### src/rtl/a2d_pkg.sv
// Shared definitions for the two-frame SPI A2D interface: FSM encoding,
// frame geometry and the command-word builder used by both frames.
package a2d_pkg;

    localparam int SCLK_DIV_DEF = 32;
    localparam int GAP_CLKS     = 2;
    localparam int FRAME_BITS   = 16;

    typedef logic [2:0] state_t;

    localparam state_t ST_IDLE = 3'd0;
    localparam state_t ST_FRM1 = 3'd1;
    localparam state_t ST_GAP  = 3'd2;
    localparam state_t ST_FRM2 = 3'd3;
    localparam state_t ST_DONE = 3'd4;

    // The ADC expects the channel number in bits [13:11]; all other bits are zero.
    function automatic logic [FRAME_BITS-1:0] adc_cmd(input logic [2:0] ch);
        return {2'b00, ch, 11'h000};
    endfunction

endpackage

### src/rtl/a2d_intf_spi_mstr16.sv
// One 16-bit SPI frame, CPOL=1/CPHA=1: MOSI changes on SCLK falls, MISO is
// captured on SCLK rises, SCLK idles high and SS_n frames the whole transfer.
module spi_mstr16
    import a2d_pkg::*;
#(
    parameter int SCLK_DIV = SCLK_DIV_DEF
) (
    input  logic                  i_clk,
    input  logic                  i_rst,
    input  logic                  i_wrt,
    input  logic [FRAME_BITS-1:0] i_cmd,
    output logic                  o_done,
    output logic [FRAME_BITS-1:0] o_rd_data,
    output logic                  o_ss_n,
    output logic                  o_sclk,
    output logic                  o_mosi,
    input  logic                  i_miso
);

    localparam int FRAME_CLKS = FRAME_BITS * SCLK_DIV + SCLK_DIV / 4 + 1;
    localparam int CNT_W      = $clog2(FRAME_CLKS);
    localparam int HALF_B     = $clog2(SCLK_DIV) - 1;

    // Counter value (clks since SS_n fell) of the first fall, the last rise
    // and the last clk of the frame.
    localparam logic [CNT_W-1:0] FIRST_FALL = CNT_W'(SCLK_DIV / 4 + 1);
    localparam logic [CNT_W-1:0] LAST_RISE  =
        CNT_W'(SCLK_DIV / 4 + 1 + (FRAME_BITS - 1) * SCLK_DIV + SCLK_DIV / 2);
    localparam logic [CNT_W-1:0] LAST_CNT   = CNT_W'(FRAME_CLKS - 1);

    logic                  r_busy;
    logic [CNT_W-1:0]      r_cnt;
    logic                  r_ss_n;
    logic                  r_sclk;
    logic                  r_mosi;
    logic [FRAME_BITS-1:0] r_tx;
    logic [FRAME_BITS-1:0] r_rx;

    logic [CNT_W-1:0]      w_cnt_nxt;
    logic [CNT_W-1:0]      w_phase;
    logic                  w_sclk_low_nxt;
    logic                  w_frm_end;
    logic                  w_rise;
    logic                  w_shift_tx;

    // NOTE: every signal driven here is assigned on every pass, so no latch can be inferred.
    always_comb begin
        w_cnt_nxt      = r_cnt + CNT_W'(1);
        w_phase        = w_cnt_nxt - FIRST_FALL;
        w_sclk_low_nxt = (w_cnt_nxt >= FIRST_FALL) && (w_cnt_nxt < LAST_RISE) &&
                         !w_phase[HALF_B];
        w_frm_end      = r_busy && (r_cnt == LAST_CNT);
        w_rise         = !r_sclk && !w_sclk_low_nxt;
        // The MSB is already on MOSI when SS_n falls, so the first fall keeps it.
        w_shift_tx     = r_sclk && w_sclk_low_nxt && (w_cnt_nxt != FIRST_FALL);
    end

    // NOTE: rst is synchronous and clears every register, shift registers included,
    // so a mid-frame reset puts the bus back to idle on the next clk.
    always_ff @(posedge i_clk) begin
        if (i_rst) begin
            r_busy <= 1'b0;
            r_cnt  <= '0;
            r_ss_n <= 1'b1;
            r_sclk <= 1'b1;
            r_mosi <= 1'b0;
            r_tx   <= '0;
            r_rx   <= '0;
        end else if (!r_busy) begin
            if (i_wrt) begin
                r_busy <= 1'b1;
                r_cnt  <= '0;
                r_ss_n <= 1'b0;
                r_sclk <= 1'b1;
                r_tx   <= i_cmd;
                r_mosi <= i_cmd[FRAME_BITS-1];
                r_rx   <= '0;
            end
        end else if (w_frm_end) begin
            r_busy <= 1'b0;
            r_cnt  <= '0;
            r_ss_n <= 1'b1;
            r_sclk <= 1'b1;
            r_mosi <= 1'b0;
        end else begin
            r_cnt  <= w_cnt_nxt;
            r_sclk <= !w_sclk_low_nxt;
            if (w_rise) begin
                r_rx <= {r_rx[FRAME_BITS-2:0], i_miso};
            end
            if (w_shift_tx) begin
                r_tx   <= {r_tx[FRAME_BITS-2:0], 1'b0};
                r_mosi <= r_tx[FRAME_BITS-2];
            end
        end
    end

    assign o_done    = w_frm_end;
    assign o_rd_data = r_rx;
    assign o_ss_n    = r_ss_n;
    assign o_sclk    = r_sclk;
    assign o_mosi    = r_mosi;

endmodule

### src/rtl/a2d_intf.sv
// A2D converter front end: one strt_cnv runs two SPI frames with the latched
// channel and returns the 12-bit result of the second frame.
module a2d_intf
    import a2d_pkg::*;
#(
    parameter int SCLK_DIV = SCLK_DIV_DEF
) (
    input  logic        i_clk,
    input  logic        i_rst,
    input  logic        i_strt_cnv,
    input  logic [2:0]  i_chnnl,
    output logic        o_cnv_cmplt,
    output logic [11:0] o_res,
    output logic        o_ss_n,
    output logic        o_sclk,
    output logic        o_mosi,
    input  logic        i_miso
);

    localparam int            GAP_W    = $clog2(GAP_CLKS + 1);
    localparam logic [GAP_W-1:0] GAP_LAST = GAP_W'(GAP_CLKS - 1);

    state_t                r_state;
    logic [2:0]            r_chnnl;
    logic [GAP_W-1:0]      r_gap_cnt;
    logic [11:0]           r_res;

    logic                  w_wrt;
    logic                  w_done;
    logic                  w_gap_end;
    logic [FRAME_BITS-1:0] w_cmd;
    logic [FRAME_BITS-1:0] w_rd_data;
    logic                  w_rd_data_unused;

    // The master needs one clk to drop SS_n, so each frame is requested on the
    // clk that leaves IDLE or GAP; that keeps SS_n low exactly in FRM1/FRM2.
    always_comb begin
        w_gap_end = (r_state == ST_GAP) && (r_gap_cnt == GAP_LAST);
        w_wrt     = ((r_state == ST_IDLE) && i_strt_cnv) || w_gap_end;
        w_cmd     = (r_state == ST_IDLE) ? adc_cmd(i_chnnl) : adc_cmd(r_chnnl);
    end

    always_ff @(posedge i_clk) begin
        if (i_rst) begin
            r_state   <= ST_IDLE;
            r_chnnl   <= '0;
            r_gap_cnt <= '0;
            r_res     <= '0;
        end else begin
            case (r_state)
                ST_IDLE: begin
                    if (i_strt_cnv) begin
                        r_state <= ST_FRM1;
                        r_chnnl <= i_chnnl;
                    end
                end
                ST_FRM1: begin
                    if (w_done) begin
                        r_state   <= ST_GAP;
                        r_gap_cnt <= '0;
                    end
                end
                ST_GAP: begin
                    if (w_gap_end) begin
                        r_state <= ST_FRM2;
                    end else begin
                        r_gap_cnt <= r_gap_cnt + GAP_W'(1);
                    end
                end
                ST_FRM2: begin
                    if (w_done) begin
                        r_state <= ST_DONE;
                        r_res   <= w_rd_data[11:0];
                    end
                end
                ST_DONE: r_state <= ST_IDLE;
                default: r_state <= ST_IDLE;
            endcase
        end
    end

    spi_mstr16 #(
        .SCLK_DIV (SCLK_DIV)
    ) u_spi (
        .i_clk     (i_clk),
        .i_rst     (i_rst),
        .i_wrt     (w_wrt),
        .i_cmd     (w_cmd),
        .o_done    (w_done),
        .o_rd_data (w_rd_data),
        .o_ss_n    (o_ss_n),
        .o_sclk    (o_sclk),
        .o_mosi    (o_mosi),
        .i_miso    (i_miso)
    );

    // The ADC pads its 12-bit result with four leading bits we do not keep.
    assign w_rd_data_unused = ^w_rd_data[FRAME_BITS-1:12];

    assign o_cnv_cmplt = (r_state == ST_DONE);
    assign o_res       = r_res;

endmodule

### config.mk
export PLATFORM = sky130hd
export DESIGN_NAME = a2d_intf
export DESIGN_NICKNAME = d
export VERILOG_FILES = /design/src/rtl/a2d_pkg.sv /design/src/rtl/a2d_intf_spi_mstr16.sv /design/src/rtl/a2d_intf.sv
export SDC_FILE = /design/constraint.sdc
export NUM_CORES = 1
export LEC_CHECK = 0
export CORE_MARGIN = 2
export CORE_UTILIZATION = 40
export DETAILED_ROUTE_END_ITERATION = 12
export SYNTH_ARGS = -nofsm -noshare
export SYNTH_HDL_FRONTEND = slang
export SYNTH_SLANG_ARGS = --single-unit
### constraint.sdc
create_clock -name i_clk -period 1.9 [get_ports i_clk]
set_input_delay 0.285 -clock i_clk [delete_from_list [all_inputs] [get_ports i_clk]]
set_output_delay 0.285 -clock i_clk [all_outputs]
set_load 0.02 [all_outputs]
### After elaboration in Yosys (flattened, before gate mapping)

Index checks and enable logic that the tools add are counted.

* register bits: 61
* bits of input ports: 7
* output and inout bits: 16

* add/subtract/negate cells: 3
* magnitude comparators: 2
* equality and inequality tests: 17
* muxes and demuxes: 33
* reductions and logical operators: 23

Operators with widths (count)
* two-way mux 15 bit: 4
* two-way mux 12 bit: 4
* two-way mux 10 bit: 3
* two-way mux 14 bit: 1
* two-way mux 1 bit: 13
* two-way mux 3 bit: 4
* != test 2 bit, second input constant: 6
* case mux 3 bit (4 select lines): 1
* adder 10 x 1 -> 10 bit, second input constant: 1
* == test 10 bit, second input constant: 1
* >= comparator 10 x 4 -> 1 bit, second input constant: 1
* less-than comparator 10 x 9 -> 1 bit, second input constant: 1
* != test 10 x 4 -> 1 bit, second input constant: 1
* AND reduction 3 bit: 3
* logical AND 1 bit: 8
* AND reduction 2 bit: 4
* == test 3 x 2 -> 1 bit, second input constant: 2
* != test 2 x 1 -> 1 bit, second input constant: 3
* subtractor 5 x 4 -> 5 bit, second input constant: 1
* two-way mux 2 bit: 2
* case mux 2 bit (2 select lines): 1
* AND reduction 4 bit: 1
* nonzero test 2 bit: 2
* == test 3 x 1 -> 1 bit, second input constant: 1
* 7 further kinds: 9

### Logic depth before layout (Yosys ltp)

* depth after elaboration: 9
* depth in mapped cells: 10

### Cells and area by module

A second synthesis with hierarchy kept.

* cell total of the unflattened synthesis: 374
* area total of the unflattened synthesis: 3245.6 µm²

Modules (own cells, without submodules)
* spi_mstr16: instances 1, cells an instance 278, area an instance 2398.6 µm², seq. area each 900.9 µm²
* a2d_intf: instances 1, cells an instance 96, area an instance 847.1 µm², seq. area each 400.4 µm²

### Least setup slack after synthesis

Ideal clock, no wire load.

* kind: flip-flop to flip-flop
* start: register u_spi.r_cnt[0]
* end: register r_res[1] (netlist: o_res[1])
* library setup time: 128 ps
* data arrival time: 1951 ps
* data required time: 1772 ps
* path slack: -178 ps
* stages on the path, launching flop included: 11
* clock period less this slack: 2078 ps
* cells stage by stage: dfxtp_1 buf_2 inv_1 ha_1 nor4b_4 nand3_1 or4_1 clkbuf_1 buf_6 mux2i_1 nor2_1

* cells in the longest elaborated chain, start to end: 3

RTL lines
* from (decl): line a2d_intf_spi_mstr16.sv:32 `logic [CNT_W-1:0] r_cnt;`
* from (signal assigned): line a2d_intf_spi_mstr16.sv:86 `r_cnt <= w_cnt_nxt;`
* == test 10 bit: line a2d_intf_spi_mstr16.sv:52 `w_frm_end = r_busy && (r_cnt == LAST_CNT);`
* logical AND 1 bit: line a2d_intf_spi_mstr16.sv:52
* AND reduction 2 bit (no line)
* to (signal assigned): line a2d_intf.sv:73 `r_res <= w_rd_data[11:0];`
* to (decl): line a2d_intf.sv:26 `logic [11:0] r_res;`

Every way passes these cells.
A chain may end at the register's enable or synchronous reset.

### Final worst setup path

* start: register u_spi.r_cnt[5]
* end: register r_res[4] (netlist: o_res[4])

The elaborated chain is that of the path after synthesis.

==> flow_summary.json <==
{
  "status": "finished with violations",
  "violations": "negative setup slack",
  "seq_area_frac_synth_pct": 41.6,
  "endpoint_kind": "flop",
  "grt_pass1_vias": 2069,
  "vias": 2189,
  "globalplace.congestion": 0.829,
  "dp_hpwl_mm": 4.08,
  "fmax_mhz": 511,
  "drt_iter0_drc": 106,
  "grt_max_degree": 31,
  "core_um2": 5850,
  "fill_cells": 513,
  "path_depth": 7,
  "vias_per_cell": 5.29,
  "yosysWarnings": 0,
  "track_usage_pct": 18.5,
  "path_class": "reg -> reg",
  "grt_pass1_wl_mm": 9.51,
  "critPathArrivalTime_ns": 2.15,
  "drv_cap": 0,
  "synth_ff_type": "dfxtp_1",
  "die-area_um2": 6640,
  "syn_inst": 275,
  "synth_edf_count": 0,
  "relSlewSlack_pct": 68.9,
  "drtAntennaViolNets": 0,
  "cts_sinks": 50,
  "r2r-start": "u_spi.r_cnt[5]",
  "rsz0062_at_grt": "true",
  "numCtsBuffers": 5,
  "netlist_area_um2": 2400,
  "place_ws_ns": -0.129,
  "path_cells": "buf_4 -> nor4b_4 -> nand3_2 -> or4_4 -> buf_12 -> mux2i_2 -> nor2_1",
  "grt_overflow": 0,
  "syn_avg_cell_area_um2": 8.74,
  "io_pins": 23,
  "wirelength_mm": 5.93,
  "ir_worst_vdd_mv": 0.321,
  "finalSetupTns_ns": -0.332,
  "worst_r2r_endpoint": "o_res[4]",
  "reg2reg_setup_slack_ns": -0.06,
  "root_buffer": "clkbuf_8",
  "max_stage_delay_ns": 0.49,
  "critPathSlowestCell": "or4_4",
  "crit_start": "u_spi.r_cnt[5]",
  "fin_crit_sh_pct": 103,
  "clockBufferDepth": 2,
  "antennaDiodeCount": 0,
  "antenna_found_initial": 0,
  "synth_nets": 285,
  "powerDensity_nw_per_um2": 622,
  "crit_buf_inv": 2,
  "rr_worst_depth": 7,
  "finClkSkew_ns": 0.00815,
  "hold_viol": 0,
  "tritoncts": "yes",
  "die_w_um": 81.5,
  "drcViolationCount": 0,
  "cts_max_level": 2,
  "cp-endpoint": "o_res[4]",
  "start_util_pct": 41.1,
  "crit_fanout": 6,
  "clk_latency_ns": 0.31,
  "area_growth_pct": 40.1,
  "setup_viol": 18,
  "synth_largest_area_cell": "dfxtp_1",
  "synth_cell_type_count": 49,
  "setup_slack_ns": -0.0566,
  "rows": 28,
  "critPathTopFamily": "simple AND/OR/NAND/NOR gates",
  "synth_top_cell_area_share_pct": 41.6,
  "wire_per_inst_um": 14.3,
  "cp.required_ns": 2.09,
  "cp-start-kind": "flop",
  "drive_gt1_share_pct": 31.0,
  "hp-class": "reg -> reg",
  "die_h_um": 81.5,
  "ys_top_cells_by_area": "dfxtp_1 42%, mux2i_1 7.5%, nor2_1 5.2%",
  "port-buffer-count": 22,
  "tightest_slew_ns": 0.459,
  "dr.pass1.iters": 4,
  "clkSlewWorstSetupHoldPaths_ns": 0.10,
  "layout.nets": 348,
  "min_period_ns": 1.96,
  "slew_violations": 0,
  "whs_ns": 0.460,
  "power.leakage_nw": 1.40,
  "synth_seq_cells": 50,
  "async_reset_ff_share_pct": 0
}
==> state kept, by name, indices dropped and copies added (netlist names) <==
register / flops
u_spi.o_sclk: 1
u_spi.r_cnt: 10
u_spi.r_tx: 4
r_chnnl: 3
u_spi.o_ss_n: 1
u_spi.o_rd_data: 12
r_gap_cnt: 2
u_spi.r_busy: 1
r_state: 3
u_spi.o_mosi: 1
o_res: 12
==> Yosys cell counts (2+ instances only) <==
cell type  number
inv_1           6
xor2_1          3
mux2i_1        18
nand2b_1        2
buf_6           2
o211ai_1        3
nor3_1          3
xnor2_1         2
o31ai_1         2
o311ai_0        2
nor2_1         33
dfxtp_1        50
mux2_2          2
clkbuf_1       15
a22o_1         11
nor3b_1         3
a21oi_1        16
ha_1            3
and4_1          3
nand4_1         3
o21ai_0         9
nor4_1          3
and3_1         10
buf_2           5
or3_1           4
a31o_2          2
nand2_1        23
nand3_1        15
o22ai_1         2
==> worst register-to-register path, cell delays in order (launching register included) <==
cell and delay (ns):
dfxtp_2 0.33, buf_4 0.15, nor4b_4 0.35, nand3_2 0.13, or4_4 0.49, buf_12 0.17, mux2i_2 0.16, nor2_1 0.06
==> cell type report <==
cell class | instances | area [um2] | area share, %
Clock buffer | 5 | 68.8 | 2.04
Tap cell | 75 | 93.8 | 2.79
Sequential cell | 50 | 1010 | 30.1
Timing Repair Buffer | 78 | 699 | 20.8
Clock inverter | 3 | 48.8 | 1.45
Inverter | 7 | 28.8 | 0.855
Multi-Input combinational cell | 196 | 1410 | 42.0
==> layer usage <==
| metal | global-route usage, % | vias up | part of all wire, % |
|---|---|---|---|
| met5 | 0 | - | 0 |
| met4 | 4.92 | 0 | 1.1 |
| met3 | 3.41 | 7 | 2.0 |
| met2 | 31.2 | 21 | 49 |
| met1 | 24.4 | 1042 | 48 |
| li1 | - | 1119 | - |
==> worst min path at each step <==
| stage | cells past startpoint | endpoint | slack, ns | startpoint |
|---|---|---|---|---|
| 2_1_floorplan | 1 | u_spi.o_rd_data[0] | 0.42 | i_miso |
| 3_3_place_gp | 2 | r_chnnl[1] | 0.44 | r_chnnl[1] |
| 3_5_place_dp | 2 | r_chnnl[2] | 0.45 | r_chnnl[2] |
| 4_1_cts | 2 | r_chnnl[2] | 0.46 | r_chnnl[2] |
| 5_1_grt | 2 | r_chnnl[1] | 0.48 | r_chnnl[1] |
| 6_report | 2 | r_chnnl[2] | 0.46 | r_chnnl[2] |
==> power by group <==
| group | switching [mW] | internal (mW) | leakage, nW |
|---|---|---|---|
| Combinational | 0.119 | 0.105 | 0.940 |
| Clock | 0.388 | 0.402 | 0.0563 |
| Sequential | 0.0176 | 1.06 | 0.408 |
==> per-stage QoR <==
stage	power [mW]	std cells	instance area (um2)	util [%]
finish	2.10	414	3370	57.5
global route	2.19	414	3370	57.5
CTS	2.10	412	3260	55.7
detailed placement	1.30	398	3010	51.4
global placement	1.30	398	3010	51.4
floorplan	1.22	275	2440	-
==> cell families (layout without fill, tap and decap cells) <==
family | Yosys count | count (layout) | share of synthesized area [%]
xor gates and xnor gates | 5 | 5 | 1.82
muxes | 20 | 20 | 8.43
buffers and inverters | 30 | 93 | 5.73
AOI/OAI and AO/OA | 57 | 58 | 16.6
adders and majority gates | 3 | 3 | 1.56
and+or+nand+nor | 110 | 110 | 24.2
DFF | 50 | 50 | 41.6
==> cell usage in the layout (no fill, tap or decap), drive strengths merged, types with 4 or more instances in the layout <==
cell,count
mux2i,18
inv,7
nor2,33
o21ai,9
buf,56
a22o,11
nand4,4
a21oi,16
nor3,4
or3,4
dfxtp,50
and3,10
clkdlybuf4s50,21
nand3,15
clkbuf,5
nand2,23
==> timing repair <==
item	CTS	global route
gates cloned	2	0
pin swaps	11	15
resized for setup	24	22
setup endpoints to repair	29	34
setup buffers	4	2
hold buffers	0	0
No activity file was read; power rests on OpenSTA's default activity.
